**src/rtl/pll_div_chan.sv**
```systemverilog
// One divider channel: divide/phase registers, phase-aligned counter and
//   registered CLKOUT/CE. Latency: outputs are flops, valid the cycle after the
//   controlling state. Backpressure: none.
// Ports: clk_i/rst_n_i clock and async reset; run_i = next cycle is a RUN cycle;
//   realign_i = reload counter from phase; load_i/div_i/phase_i = new config.
module pll_div_chan #(
   parameter int               DIV_W      = 8,
   parameter logic [DIV_W-1:0] DIV_INIT   = 1,
   parameter logic [DIV_W-1:0] PHASE_INIT = 0
) (
   input  logic             clk_i,
   input  logic             rst_n_i,
   input  logic             run_i,
   input  logic             realign_i,
   input  logic             load_i,
   input  logic [DIV_W-1:0] div_i,
   input  logic [DIV_W-1:0] phase_i,
   output logic             clkout_o,
   output logic             ce_o
);
   localparam logic [DIV_W-1:0] ONE      = 1;
   localparam logic [DIV_W-1:0] CNT_INIT = PHASE_INIT % DIV_INIT;

   logic [DIV_W-1:0] div_q, div_d;
   logic [DIV_W-1:0] phase_q, phase_d;
   logic [DIV_W-1:0] cnt_q, cnt_d;
   logic [DIV_W:0]   high;
   logic             clkout_q, clkout_d;
   logic             ce_q, ce_d;

   always_comb begin
      div_d   = load_i ? div_i : div_q;
      phase_d = load_i ? phase_i : phase_q;
      // One extra bit so (DIV+1)/2 cannot overflow at the maximum divide.
      high    = ({1'b0, div_d} + {{DIV_W{1'b0}}, 1'b1}) >> 1;
      // While locking the counter sits at the phase offset, so the first RUN
      // cycle already shows the phase-shifted position.
      if (realign_i) begin
         cnt_d = phase_d % div_d;
      end else if (cnt_q == div_q - ONE) begin
         cnt_d = '0;
      end else begin
         cnt_d = cnt_q + ONE;
      end
      clkout_d = run_i && ({1'b0, cnt_d} < high);
      ce_d     = run_i && (cnt_d == '0);
   end

   always_ff @(posedge clk_i or negedge rst_n_i) begin
      if (!rst_n_i) begin
         div_q    <= DIV_INIT;
         phase_q  <= PHASE_INIT;
         cnt_q    <= CNT_INIT;
         clkout_q <= 1'b0;
         ce_q     <= 1'b0;
      end else begin
         div_q    <= div_d;
         phase_q  <= phase_d;
         cnt_q    <= cnt_d;
         clkout_q <= clkout_d;
         ce_q     <= ce_d;
      end
   end

   assign clkout_o = clkout_q;
   assign ce_o     = ce_q;
endmodule

```
**config.mk**
```make
export PLATFORM = sky130hd
export DESIGN_NAME = pll_div_chan
export DESIGN_NICKNAME = d
export VERILOG_FILES = /design/src/rtl/pll_div_chan.sv
export SDC_FILE = /design/constraint.sdc
export NUM_CORES = 1
export LEC_CHECK = 0
export ABC_AREA = 1
export CORE_UTILIZATION = 60
export CTS_CLUSTER_DIAMETER = 100
export DETAILED_ROUTE_END_ITERATION = 6
export GPL_TIMING_DRIVEN = 0
export PLACE_DENSITY = 0.9
export SLEW_MARGIN = 20
export SYNTH_ARGS = -nofsm -noshare
export SYNTH_HDL_FRONTEND = slang
export SYNTH_SLANG_ARGS = --single-unit
```
**constraint.sdc**
```tcl
create_clock -name clk_i -period 25 [get_ports clk_i]
set_input_delay 2.5 -clock clk_i [delete_from_list [all_inputs] [get_ports clk_i]]
set_output_delay 2.5 -clock clk_i [all_outputs]
set_load 0.005 [all_outputs]
```
==> results.tsv, run 1 <==
metric	value	unit
Net Count, Synth	650	
worst reg2reg endpoint	clkout_o	
max cap viols	0	
hold_sp	phase_q[4]	
fraction of layout cells with a size suffix above 1	0.102	
Fmax achieved	72.8	MHz
RSZ-0062 raised after global routing	false	
Clk pwr share	0.085	
Net Switching	0.146	mW
starting DRC count in detailed routing	259	
area leader, netlist	dfrtp_1	
Die Y	82.2	um
Gate power share	0.708	
post-synthesis sequential area ratio	0.169	
largest net degree at the start of global routing	27	
drt pass-1 iters	5	
CP max-delay cell	clkdlybuf4s50_1	
area share of fa/ha/maj cells after synthesis	0.157	
CTS Buf Count	3	
final setup fails	0	
post-synth cell types	43	
Synth Area in Simple Gates	0.402	
Hold Crit Class	flip-flop to flip-flop	
Crit path top cell by count	nand2_1	
Reg-to-Reg Start	div_q[0]	
Min Clock Period, post-route	13.73	ns
Post-Route WL	9.39	mm
reg2reg setup slack	13.63	ns
Fin. Hold Viols	0	
core area	0.00606	mm2
count of hold buffers inserted by post-cts repair	0	
mux share of post-synthesis cell area	0	
Post-Syn Area	0.00386	mm2
vias in the first global route	3598	
Data required, critical path	25.20	ns
Fin Setup TNS	0	ns
Area growth syn-to-layout	9.10	%
Ys Warns	0	
Sequential Power Share	0.206	
clock latency at the later pin of the worst-skew pair	0.27	ns
dominant cell by count in the synthesized netlist	nand2_1	
final worst slack	11.27	ns
Slew Limit Fails	0	
Internal	0.143	mW
num ports	23	
clock sinks	26	
DIE WIDTH	82.2	um
Post-CTS Setup Repair Bufs	0	
switching share of power	0.505	
startpoint types	input pin	
DR vias	3765	
post-cts sizing count	0	
Commonest cells post-synth	nand2_1 (153), inv_1 (87), nand3_1 (49)	
all-layer global routing usage	0.304	
VDD IR-drop max	43.9	uV
hold path depth	2	
Routed Antenna Nets	0	
Clock Path Buffers	2	
CTS tree	built	
initial antenna violation count	0	
Crit Path Max Fanout	10	
WS Path Type	input pin to flip-flop	
Synth Area in Compound Gates	0.0888	
Die Area	0.00676	mm2
remaining global-route overflow	0	
outcome	complete, no violations	
Worst Skew	0.00848	ns
vias per cell	5.52	
Port Buffers	21	
R2R depth	79	
Post-synth ARST share	1.00	
root buffer cell	clkbuf_8	
Worst Tran Pin Value	0.601	ns
PwrDens	68.7	mW/mm2
CTS H-tree lvls	1	
Syn Area/Cell	6.65	um2
number of synthesized flops with an enable pin	0	
CP max stage delay	0.39	ns
share of the synthesized area in the top cell type	0.162	
fin nets	677	
Slew headroom	0.599	
# rows	28	
WHS Endpoint	phase_q[4]	
DPL Wire Length	7.67	mm
post-place setup slack	11.23	ns
fin crit share	0.549	
Static Leakage	2.37	nW
critical path capture point type	flip-flop	
Syn Inst Count	581	
first-pass GRT wire length	15.8	mm
dpl cells	678	
# DRC	0	
top cells by area, synth	dfrtp_1 (16%), ha_1 (15%), nand2_1 (15%)	
largest family of logic cells by synthesized area	simple AND/OR/NAND/NOR gates	
RD Place Congestion	0.947	
Initial Util	0.637	
Synth Flop Type	dfrtp_1	
Worst-path clk slew	0.09	ns
post-DR wirelength/cell	13.8	um
xor/xnor cell area share of the yosys netlist	0.0794	
Data arrival, critical path	13.94	ns
Final Non-Filler Cells	682	
Synth Register Bits	26	
Antenna Cells	0	
[critical path: cells and delay by family]
family,cells,cell delay [ns]
AO/OA/AOI/OAI,7,1.21
adder cells (fa/ha/maj),9,2.66
AND/OR/NAND/NOR,50,5.82
buffers and inverters,15,1.71
[state kept, by name, summed over array words and instances, names as in the netlist]
name      flops
ce_o          1
cnt_q         8
clkout_o      1
div_q         8
phase_q       8
[how the worst max path moves through the flow]
stage                  start        to  slack, ns  cells after the start
floorplan             load_i  clkout_o      12.68                     80
global placement      load_i  clkout_o      11.11                     78
detailed placement  div_i[0]  clkout_o      11.23                     81
CTS                 div_i[0]  clkout_o      11.44                     81
global route        div_i[0]  clkout_o      10.12                     82
finish              div_i[0]  clkout_o      11.27                     81
[area by class of cell]
class,instances,area [um2]
Sequential cell,26,652
Clock buffer,4,45.0
Timing Repair Buffer,22,213
Inverter,93,362
Buffer,6,40.0
Multi-Input combinational cell,456,2810
Tap cell,75,93.8
Fill cell,494,1850
[power by group through the flow]
stage | sequential (mW) | combinational [mW] | clock (mW)
2_1_floorplan | 0.0587 | 0.159 | 0
3_3_place_gp | 0.0598 | 0.192 | 0
3_5_place_dp | 0.0602 | 0.200 | 0
4_1_cts | 0.0594 | 0.202 | 0.0251
5_1_grt | 0.0608 | 0.233 | 0.0270
6_report | 0.0597 | 0.205 | 0.0247
[per-stage QoR]
step	instance area (um2)	hold WS (ns)	total power, mW	util
2_1_floorplan	3860	0.437	0.217	-
3_3_place_gp	4170	0.449	0.252	0.687
3_5_place_dp	4170	0.454	0.261	0.688
4_1_cts	4210	0.477	0.286	0.695
5_1_grt	4210	0.528	0.321	0.695
6_report	4210	0.483	0.289	0.695
[logic make-up after synthesis]
family	after synthesis
compound gates	63
xor+xnor	35
fa+ha+maj	48
buf+inv	99
flops	26
simple gates	310
[placed cells by master, fill, tap and decap left out, types with 2 or more instances in the layout]
cell type and instances:
nand2_1 153, inv_1 87, nand3_1 49, ha_1 47, nor2_1 29, a21oi_1 28
dfrtp_1 25, xor2_1 23, o21ai_0 20, clkdlybuf4s50_1 20, xnor2_1 12, nand2_2 11
nand4_1 10, nand2_4 9, or2_2 8, nand3b_1 8, nand3_2 7, nor3_1 6
or2_1 5, o21ai_1 5, and2_1 5, inv_2 4, buf_2 3, a21o_1 3
clkbuf_1 3, clkbuf_8 3, buf_6 2, a21oi_2 2, nor3_2 2, nand3_4 2
[layer usage]
layer / track usage / vias up / routed length (um)
met4: 0.107 / 0 / 258
met5: 0 / - / 0
met1: 0.370 / 1685 / 4220
met3: 0.0286 / 29 / 459
li1: - / 1931 / -
met2: 0.554 / 120 / 4450
Note: power is estimated with default switching activity, not from simulation.
==> inputs of run 2 (changes only) <==
Clock period 25 ns to 12.71 ns, I/O delays scaled along.
==> results.tsv, run 2 (synthesis gave the netlist of run 1 again) <==
metric	value	unit	change
outcome	complete, no violations		
Worst Tran Pin Value	0.598	ns	-0.00233 ns
Fmax achieved	84.1	MHz	
Die Area	0.00676	mm2	unchanged
CTS tree	built		
dpl cells	678		unchanged
drt pass-1 iters	6		+1
Routed Antenna Nets	0		unchanged
critical path capture point type	flip-flop		
Hold Crit Class	flip-flop to flip-flop		
CP max stage delay	0.39	ns	about the same
root buffer cell	clkbuf_8		
commonest non-fill, non-tap cell in the layout	nand2_1		
Clock Path Buffers	2		unchanged
initial antenna violation count	0		unchanged
CP max-delay cell	clkdlybuf4s50_1		
fin crit share	0.936		
Die Y	82.2	um	unchanged
startpoint types	input pin		
GR Layer Usage met3	0.0286		unchanged
fin nets	684		+1.0%
Crit path max-delay family	simple AND/OR/NAND/NOR gates		
remaining global-route overflow	0		unchanged
Post-Route WL	9.82	mm	+4.6%
Slew headroom	0.601		+0.00156
Static Leakage	2.42	nW	+2.1%
Final Non-Filler Cells	689		+1.0%
DR vias	3851		+2.3%
FILL cells	462		-6.5%
Largest regs	cnt_q: 8 flops, div_q: 8 flops, phase_q: 8 flops		
first-pass GRT wire length	15.8	mm	unchanged
Min Clock Period, post-route	11.90	ns	
# DRC	0		unchanged
Register Area	652	um2	unchanged
core area	0.00606	mm2	unchanged
starting DRC count in detailed routing	208		-20%
VDD IR-drop max	86.7	uV	+97%
clock sinks	26		unchanged
CTS Buf Count	3		unchanged
Area growth syn-to-layout	14.2	%	
post-DR wirelength/cell	14.3	um	+3.5%
fraction of layout cells with a size suffix above 1	0.142		+0.0396
Final Instance Area	0.00441	mm2	+4.7%
Crit path top cell by count	nand2_1		
PwrDens	136	mW/mm2	+98%
met2 Use GR	0.554		unchanged
largest net degree at the start of global routing	27		unchanged
num ports	23		unchanged
Antenna Cells	0		unchanged
Fin. Hold Viols	0		unchanged
Data arrival, critical path	12.10	ns	-1.84 ns
vias per cell	5.59		+1.2%
Data required, critical path	12.91	ns	-12.29 ns
buffer and inverter count on the worst path	16		+1
final setup fails	0		unchanged
most used routing layer	met2		
multi-input logic area	0.00294	mm2	+4.7%
all-layer global routing usage	0.304		unchanged
CTS H-tree lvls	1		unchanged
met1 Use GR	0.370		unchanged
DIE WIDTH	82.2	um	unchanged
DPL Wire Length	7.67	mm	unchanged
vias in the first global route	3598		unchanged
commonest cells after routing, fill and taps aside	nand2_1 (152), inv_1 (86), nand3_1 (47), ha_1 (42), nor2_1 (27)		
Initial Util	0.637		unchanged
Worst-path clk slew	0.10	ns	about the same
clock latency at the later pin of the worst-skew pair	0.28	ns	about the same
Port Buffers	21		unchanged
Worst Skew	0.0120	ns	+0.00354 ns
RD Place Congestion	0.947		unchanged
# rows	28		unchanged
Crit Path Max Fanout	10		unchanged
Slew Limit Fails	0		unchanged
Post-DP Area	0.00417	mm2	unchanged
max cap viols	0		unchanged
WS Path Type	input pin to flip-flop		
[run 2: cell count changes in the layout (fill, tap and decap cells not counted), moves of 3 or more]
cell,delta
buf_4,+6
ha_1,-5
ha_4,+5
o21ai_0,-4
a21oi_1,-3
a21oi_2,+3
[run 2: final timing paths]
check / from / endpoint / slack [ns] / depth (start not counted)
worst max-delay path: div_i[0] / clkout_o / 0.81 / 81
worst min-delay path: phase_q[4] / phase_q[4] / 0.48 / 2
worst max register to register: div_q[0] / clkout_o / 1.86 / 80
worst min register to register: phase_q[4] / phase_q[4] / 0.48 / 2
max in group asynchronous: rst_n_i / div_q[3] / 11.32 / 1
min in group asynchronous: rst_n_i / div_q[2] / 0.99 / 1
[run 2: report_power, final]
part	total, mW	switching [mW]	internal, mW
Sequential	0.117	0.0158	0.102
Combinational	0.434	0.260	0.174
Clock	0.0491	0.0266	0.0225
Total	0.600	0.302	0.298
[run 2: routing by layer]
layer | wire, um | share of wire
met5 | 0 | 0
met1 | 4360 | 0.44
met2 | 4810 | 0.49
met4 | 214 | 0.022
met3 | 436 | 0.044
[run 2: tightest hold or removal path, stage by stage (launching register included)]
cell,delay (ns)
dfrtp_1,0.34
nand2_1,0.06
nand2_1,0.05
[run 2: area by class of cell]
class,count,share of cell area
buffer,6,0.0105
clock buffer,4,0.0102
inverter,93,0.0826
multi-input combinational,456,0.667
sequential,26,0.148
tap,75,0.0213
timing repair buffer,29,0.0610
[run 2: through the flow]
stage	hold slack, ns	utilization	setup TNS [ns]	setup slack [ns]	total power [mW]
final	0.482	0.728	0	0.813	0.600
after global routing	0.528	0.728	-0.106	-0.106	0.662
after CTS	0.477	0.695	0	0.383	0.563
after detailed placement	0.454	0.688	0	0.166	0.513
after global placement	0.449	0.687	0	0.0454	0.495
after floorplan	0.437	-	0	1.62	0.428
[run 2: timing repair]
action	in CTS	in global routing
hold buffers	0	0
resized for setup	0	30
setup endpoints to repair	0	6
setup buffers	0	7
